[config.mk]
export PLATFORM = sky130hd
export DESIGN_NAME = elevator_ctrl
export DESIGN_NICKNAME = d
export VERILOG_FILES = /design/src/rtl/elevator_pkg.sv /design/src/rtl/elevator_timer.sv /design/src/rtl/elevator_ctrl.sv
export SDC_FILE = /design/constraint.sdc
export NUM_CORES = 1
export LEC_CHECK = 0
export ABC_AREA = 1
export CAP_MARGIN = 40
export CORE_MARGIN = 2
export CORE_UTILIZATION = 40
export DETAILED_ROUTE_END_ITERATION = 7
export SYNTH_ARGS = -nofsm -noshare
export SYNTH_HDL_FRONTEND = slang
export SYNTH_SLANG_ARGS = --single-unit
[constraint.sdc]
create_clock -name clk -period 2.09 [get_ports clk]
set_clock_uncertainty 0.2 [all_clocks]
set_input_delay 0.627 -clock clk [delete_from_list [all_inputs] [get_ports clk]]
set_output_delay 0.627 -clock clk [all_outputs]
set_load 0.005 [all_outputs]
[src/rtl/elevator_pkg.sv]
// Shared types and helpers for the SCAN elevator controller.
package elevator_pkg;

    typedef enum logic [1:0] {
        StIdle,
        StMoving,
        StDoor
    } state_t;

    // Upper bound on floor count; request masks are zero-padded to this width.
    localparam int MaxFloors = 32;

    // True when any request bit sits strictly above floor fl.
    function automatic logic any_above(input logic [MaxFloors-1:0] mask, input int fl);
        logic r;
        r = 1'b0;
        for (int i = 0; i < MaxFloors; i++) begin
            if (i > fl && mask[i]) r = 1'b1;
        end
        return r;
    endfunction

    // True when any request bit sits strictly below floor fl.
    function automatic logic any_below(input logic [MaxFloors-1:0] mask, input int fl);
        logic r;
        r = 1'b0;
        for (int i = 0; i < MaxFloors; i++) begin
            if (i < fl && mask[i]) r = 1'b1;
        end
        return r;
    endfunction

endpackage

[src/rtl/elevator_timer.sv]
// Loadable down-counter shared by travel and door dwell timing.
module elevator_timer #(
    parameter int unsigned W = 3
) (
    input  logic         clk,
    input  logic         rst,
    input  logic         load,
    input  logic [W-1:0] load_val,
    input  logic         hold,
    output logic         expired
);

    logic [W-1:0] cnt_q;

    // Count down to zero and rest there; hold freezes the count entirely.
    always_ff @(posedge clk) begin
        if (rst) begin
            cnt_q <= '0;
        end else if (!hold) begin
            if (load) begin
                cnt_q <= load_val;
            end else if (cnt_q != '0) begin
                cnt_q <= cnt_q - 1'b1;
            end
        end
    end

    assign expired = (cnt_q == '0);

endmodule

[src/rtl/elevator_ctrl.sv]
// N-floor elevator controller: latches requests, serves them with a SCAN policy.
module elevator_ctrl
    import elevator_pkg::*;
#(
    parameter int unsigned NUM_FLOORS  = 8,
    parameter int unsigned MOVE_CYCLES = 2,
    parameter int unsigned DOOR_CYCLES = 4,
    localparam int unsigned FW = $clog2(NUM_FLOORS)
) (
    input  logic                  clk,
    input  logic                  rst,
    input  logic [NUM_FLOORS-1:0] req,
    input  logic                  stop,
    output logic [FW-1:0]         floor,
    output logic                  dir_up,
    output logic                  moving,
    output logic                  door_open,
    output logic [NUM_FLOORS-1:0] pending
);

    localparam int unsigned MaxCycles = (MOVE_CYCLES > DOOR_CYCLES) ? MOVE_CYCLES : DOOR_CYCLES;
    localparam int unsigned TW = $clog2(MaxCycles) + 1;
    localparam logic [TW-1:0] MoveLoad = TW'(MOVE_CYCLES - 1);
    localparam logic [TW-1:0] DoorLoad = TW'(DOOR_CYCLES - 1);

    state_t                state_q, state_d;
    logic [FW-1:0]         floor_q, floor_d;
    logic                  dir_q, dir_d;
    logic [NUM_FLOORS-1:0] pending_q, clr;
    logic [FW-1:0]         next_floor;
    logic [MaxFloors-1:0]  pend_wide;
    logic                  above, below;
    logic                  tmr_load, tmr_expired;
    logic [TW-1:0]         tmr_val;

    assign pend_wide = MaxFloors'(pending_q);
    assign above     = any_above(pend_wide, int'(floor_q));
    assign below     = any_below(pend_wide, int'(floor_q));

    // One timer serves both travel and door dwell; the two states never overlap.
    elevator_timer #(
        .W (TW)
    ) u_timer (
        .clk      (clk),
        .rst      (rst),
        .load     (tmr_load),
        .load_val (tmr_val),
        .hold     (stop),
        .expired  (tmr_expired)
    );

    // State, position and direction registers; pending keeps latching under stop.
    always_ff @(posedge clk) begin
        if (rst) begin
            state_q   <= StIdle;
            floor_q   <= '0;
            dir_q     <= 1'b1;
            pending_q <= '0;
        end else begin
            state_q   <= state_d;
            floor_q   <= floor_d;
            dir_q     <= dir_d;
            pending_q <= (pending_q | req) & ~clr;
        end
    end

    // SCAN next-state logic, timer control and request clearing.
    always_comb begin
        state_d    = state_q;
        floor_d    = floor_q;
        dir_d      = dir_q;
        tmr_load   = 1'b0;
        tmr_val    = '0;
        clr        = '0;
        next_floor = dir_q ? floor_q + 1'b1 : floor_q - 1'b1;

        if (!stop) begin
            unique case (state_q)
                StIdle: begin
                    if (pending_q[floor_q]) begin
                        state_d      = StDoor;
                        clr[floor_q] = 1'b1;
                        tmr_load     = 1'b1;
                        tmr_val      = DoorLoad;
                    end else if (above && (dir_q || !below)) begin
                        dir_d    = 1'b1;
                        state_d  = StMoving;
                        tmr_load = 1'b1;
                        tmr_val  = MoveLoad;
                    end else if (below) begin
                        dir_d    = 1'b0;
                        state_d  = StMoving;
                        tmr_load = 1'b1;
                        tmr_val  = MoveLoad;
                    end
                end
                StMoving: begin
                    if (tmr_expired) begin
                        floor_d = next_floor;
                        if (pending_q[next_floor]) begin
                            state_d         = StDoor;
                            clr[next_floor] = 1'b1;
                            tmr_load        = 1'b1;
                            tmr_val         = DoorLoad;
                        end else if (dir_q ? any_above(pend_wide, int'(next_floor))
                                           : any_below(pend_wide, int'(next_floor))) begin
                            tmr_load = 1'b1;
                            tmr_val  = MoveLoad;
                        end else begin
                            state_d = StIdle;
                        end
                    end
                end
                StDoor: begin
                    // A fresh call for this floor keeps the door open longer.
                    if (req[floor_q]) begin
                        tmr_load = 1'b1;
                        tmr_val  = DoorLoad;
                    end else if (tmr_expired) begin
                        state_d = StIdle;
                    end
                end
                default: state_d = StIdle;
            endcase
        end

        // Calls for the floor whose door is open are absorbed, even while held.
        if (state_q == StDoor && req[floor_q]) clr[floor_q] = 1'b1;
    end

    assign floor     = floor_q;
    assign dir_up    = dir_q;
    assign moving    = (state_q == StMoving);
    assign door_open = (state_q == StDoor);
    assign pending   = pending_q;

endmodule

==> flow_summary.toml, run 1 <==
[routing]
avgRoutedWirePerCell_um = 14.3
drt_iter0_markers = 158
final_antenna_net_count = 0
first_pass_iters = 5
wirelength_um = 6190
viasPerCell = 5.33
remaining_drc_errors = 0
vias = 2307

[place]
dp_hpwl_um = 4560
post-place-ws_ns = -0.220
gp_congestion = 0.920
portBuffers = 24
dpl.cell_count = 417

[worst_setup_path]
start_kind = "register"
crit_start = "floor[0]"
r2r-start = "floor[0]"
arrival_ns = 2.08
worstPathRequired_ns = 2.02
path_class = "reg2reg"
path_max_fanout = 4
critPathCaptureType = "register"

[clock_tree]
path_clk_slew_ns = 0.08
cts_num_sinks = 17
clockRootBuffer = "clkbuf_8"
cts_max_path_buffers = 2
ctsHoldBuffers = 0
cts_htree_levels = 1
cts_tree = "yes"
cts_buffers = 3
insertion_delay_ns = 0.26

[logic_synthesis]
synth_top_area_frac = 0.216
yosys_most_used_dff = "dfxtp_1"
synth_fp_nets = 323
synth_cell_types = 39
synth-edff-count = 0
syn_inst = 304
yosysWarnings = 0
synth.area.top_cells = "nand2_1 22%, dfxtp_1 18%, nand3_1 6.2%"
syn_avg_cell_area_um2 = 6.13
synth_area_um2 = 1860
synth_area_leader_cell = "nand2_1"
seq_area_frac_synth = 0.183
synth_seq_cells = 17
async_reset_ff_frac = 0

[sta]
period_minus_slack_ns = 2.15
fin_ws_ns = -0.0619
worst_slew_pin_slew_ns = 0.386
hold_viol = 0
hold_slack_ns = 0.295
timing.final.crit_share = 1.03
slew_viol_final = 0
setup_viol_count_final = 5
clock.fmax_mhz = 465
rsz0062_at_grt = "true"
max-slew-margin-rel = 0.741

[floorplanning]
die_y_um = 72.2
start_util = 0.422
dieArea_um2 = 5220
coreArea_um2 = 4410
die_w_um = 72.2
rows = 24
io_pins = 25

[job]
maxCapViolations = 0

[power_and_ir_drop]
power.leakage_uw = 0.00140
ir_worst_vdd_v = 0.000412
p_per_area_nw_per_um2 = 721

[finish]
diodes = 0
area_growth_pct = 57.2
stdcell_count = 433
drive_gt1_frac = 0.420
final_nets = 401

[grt]
gr-usage-all-layers = 0.237
grt_pass1_vias = 2103
grt_max_degree = 11
grt_overflow = 0
antenna_found_initial = 0
grt_pass1_wl_um = 9650

[hold_path]
min_path_type = "reg2reg"
min_from = "state_q[1]"

[status]
outcome = "finished with violations"
violations = "negative setup slack"
layout by cell type, fill, tap and decap left out, types with 9 or more instances in the layout:
| cell type | count |
|---|---|
| nand2_2 | 22 |
| nand2_4 | 9 |
| a21oi_1 | 13 |
| nand3_1 | 16 |
| inv_1 | 22 |
| nor2_1 | 13 |
| buf_4 | 50 |
| clkdlybuf4s50_1 | 20 |
| o21ai_0 | 15 |
| nand2_1 | 88 |
worst max-delay path, stage by stage (launching register included):
cell	delay, ns
dfxtp_4	0.42
inv_6	0.06
ha_4	0.30
inv_4	0.05
nand2_4	0.10
nand3_4	0.09
inv_2	0.06
nand2_2	0.06
buf_4	0.13
buf_4	0.12
buf_4	0.12
o22ai_1	0.21
a211oi_1	0.11
Yosys cell counts, types with 3 or more instances:
| master | n |
|---|---|
| nand2_1 | 107 |
| inv_1 | 28 |
| nand3_1 | 23 |
| nor2_1 | 19 |
| dfxtp_1 | 17 |
| o21ai_0 | 17 |
| a21oi_1 | 16 |
| nand2_2 | 11 |
| ha_1 | 8 |
| nor2_2 | 6 |
| o21ai_1 | 5 |
| a221oi_1 | 4 |
| inv_2 | 4 |
| nand3_2 | 4 |
| buf_6 | 3 |
| o22ai_1 | 3 |
state kept, by name (all words and copies together) (netlist names):
register       count
pending            8
floor              3
u_timer.cnt_q      3
state_q            2
dir_up             1
stage by stage:
stage | total power (uW) | area (um^2) | utilization | setup TNS, ns
after floorplan | 1100 | 1890 | - | -0.129
after global routing | 2260 | 2930 | 0.663 | -1.16
final | 2110 | 2930 | 0.663 | -0.165
after CTS | 1900 | 2680 | 0.608 | -0.0208
after detailed placement | 1530 | 2470 | 0.560 | -1.48
after global placement | 1530 | 2470 | 0.560 | -1.49
area by class of cell:
cell class / instances / area [um^2]
multi-input combinational: 243 / 1570
fill: 380 / 1490
timing repair buffer: 83 / 742
sequential: 17 / 362
inverter: 34 / 140
tap: 52 / 65.1
clock buffer: 3 / 41.3
clock inverter: 1 / 5.00
report_power, final:
part	total (uW)	switching [uW]	internal [uW]
clock network	259	126	133
logic	1420	797	625
registers	429	55.0	374
routing by layer:
layer  track usage  vias up  routed length (um)
met5             0        -                   0
met4        0.0839        0                  97
met3        0.0403       10                 358
met2         0.389       77                3010
met1         0.311     1067                2730
li1              -     1153                   -
cells by family (layout without fill, tap and decap cells):
kind of cell | after synthesis | after routing | share of synthesized area
AO/OA/AOI/OAI | 54 | 54 | 0.174
adder cells (fa/ha/maj) | 8 | 8 | 0.0537
XOR/XNOR | 1 | 1 | 0.00470
flip-flops | 17 | 17 | 0.183
buffers and inverters | 44 | 121 | 0.128
AND/OR/NAND/NOR | 180 | 180 | 0.457
worst paths after layout:
kind / endpoint / slack [ns] / cells after the start
max: pending[0] / -0.06 / 12
min: state_q[1] / 0.30 / 2
max reg2reg: pending[0] / -0.06 / 12
min reg2reg: state_q[1] / 0.30 / 2
timing repair:
action / CTS / global route
pin swaps: 10 / 29
resized for setup: 34 / 60
buffers inserted: 9 / 4
setup endpoints to repair: 18 / 19
(Power assumes the default switching activity.)
==> inputs of run 2 (changes only) <==
--- a/config.mk
+++ b/config.mk
@@ -6,10 +6,13 @@
 export NUM_CORES = 1
 export LEC_CHECK = 0
 export ABC_AREA = 1
+export ABC_CLOCK_PERIOD_IN_PS = 2090
 export CAP_MARGIN = 40
 export CORE_MARGIN = 2
 export CORE_UTILIZATION = 40
 export DETAILED_ROUTE_END_ITERATION = 7
+export GPL_TIMING_DRIVEN = 0
+export SLEW_MARGIN = 10
 export SYNTH_ARGS = -nofsm -noshare
 export SYNTH_HDL_FRONTEND = slang
 export SYNTH_SLANG_ARGS = --single-unit
==> flow_summary.toml, run 2 (synthesized netlist as in run 1, its figures left out) <==
[clock_tree]
path_clk_slew_ns = 0.07
cts_buffers = 3
cts_htree_levels = 1
cts_max_path_buffers = 2
cts_tree = "yes"
cts_num_sinks = 17
ctsHoldBuffers = 0
clockRootBuffer = "clkbuf_8"
insertion_delay_ns = 0.26

[routing]
drt_iter0_markers = 205
avgRoutedWirePerCell_um = 15.8
wirelength_um = 6310
remaining_drc_errors = 0
first_pass_iters = 5
vias = 2202
final_antenna_net_count = 0
viasPerCell = 5.51

[sta]
max-slew-margin-rel = 0.645
setup_viol_count_final = 12
fin_ws_ns = -0.239
clock.fmax_mhz = 429
hold_slack_ns = 0.349
rsz0062_at_grt = "true"
slew_viol_final = 0
timing.final.crit_share = 1.11
worst_slew_pin_slew_ns = 0.532
hold_viol = 0
period_minus_slack_ns = 2.33

[worst_setup_path]
cpPeakStageDelay_ns = 0.37
path_class = "reg2reg"
cp_slowest_cell = "dfxtp_4"
cp_num_buf_inv = 4
path_cells = "buf_8 > inv_8 > buf_12 > ha_4 > inv_4 > nand2_4 > nand2_8 > nor2_2 > nand2_1 > nand2_1 > nand2_1 > nand2_2 > nand3_2 > nand3_2 > nand4_1 > a21oi_2"
worstPathRequired_ns = 2.08
crit_top_cell = "nand2_1"
critPathCaptureType = "register"
arrival_ns = 2.32
start_kind = "register"
path_max_fanout = 7
critPathTopFamily = "simple AND/OR/NAND/NOR gates"

[place]
dpl.cell_count = 380
portBuffers = 24
dp_hpwl_um = 4430
gp_congestion = 0.902
post-place-ws_ns = -0.343
place_area_um2 = 2200

[grt]
gr-usage-all-layers = 0.245
grt_max_degree = 11
antenna_found_initial = 0
grt_pass1_vias = 2112
grt_overflow = 0
grt_pass1_wl_um = 9960

[finish]
stdcell_count = 400
largest_register_ffs = 8
layout_commonest_cell = "nand2_1"
area_growth_pct = 40.2
diodes = 0
post-route-util = 0.592
drive_gt1_frac = 0.328
stdcell_area_um2 = 2610
final_nets = 368
final_cell_mix = "95 x nand2_1, 26 x inv_1, 22 x clkdlybuf4s50_1"

[floorplanning]
rows = 24
coreArea_um2 = 4410
io_pins = 25
die_y_um = 72.2
die_w_um = 72.2
dieArea_um2 = 5220
start_util = 0.422

[power_and_ir_drop]
power_frac_seq = 0.221
pwr-share-comb = 0.647
p_per_area_nw_per_um2 = 755
power.leakage_uw = 0.00120
ir_worst_vdd_v = 0.000442
p_int_uw = 1020
swShare = 0.484
pwr-share-clk = 0.132
switchingPower_uw = 955

[status]
outcome = "finished with violations"
violations = "negative setup slack"

[hold_path]
min_path_type = "reg2reg"

[job]
maxCapViolations = 0
-- run 2: changes by cell type in the layout (fill, tap and decap cells not counted), moves of 3 or more --
cell and change:
buf_6 -4, nand2_1 +7, inv_2 -4, nand3_4 -3
o21ai_2 +3, inv_1 +4, ha_1 +3, buf_4 -33
nand2_2 -6, nand3_2 +3
-- run 2: power groups by stage --
stage	Clock, uW	Combinational, uW	Sequential [uW]
finish	260	1280	435
CTS	271	1100	431
floorplan	0	687	417
global route	283	1390	441
detailed placement	0	936	428
global placement	0	938	428
-- run 2: path summary, 6_finish.rpt --
kind	start	endpoint	slack, ns	depth (start not counted)
setup / recovery	floor[0]	state_q[1]	-0.24	16
hold / removal	state_q[1]	state_q[1]	0.35	2
setup reg to reg	floor[0]	state_q[1]	-0.24	16
hold reg to reg	state_q[1]	state_q[1]	0.35	2
-- run 2: metal layers --
layer / track usage / share of wire
met1: 0.320 / 0.43
met2: 0.411 / 0.49
met5: 0 / 0
met3: 0.0292 / 0.073
met4: 0.0922 / 0.014
-- run 2: repair_timing --
| item | in CTS | in global routing |
|---|---|---|
| pin swaps | 11 | 14 |
| endpoints found under the setup margin | 21 | 17 |
| gates resized for setup | 39 | 35 |
| buffers inserted | 14 | 2 |
-- run 2: worst min-delay path: stages (launching register included) --
cell and delay (ns):
dfxtp_4 0.37, nand2_1 0.09, a21oi_2 0.06
-- run 2: stage by stage --
stage,total power (uW),TNS (ns)
final,1970,-1.69
after global routing,2120,-2.86
after global placement,1370,-3.07
after detailed placement,1360,-3.02
after floorplan,1100,-0.129
after CTS,1800,-1.27
-- run 2: area by class of cell --
cell class | instances | area, um^2
fillers | 423 | 1800
multi-input cells | 243 | 1530
flip-flops and latches | 17 | 360
repair buffers | 40 | 358
inverters | 34 | 143
plain buffers | 10 | 113
well taps | 52 | 65.1
clock buffers | 3 | 41.3
clock inverters | 1 | 5.00
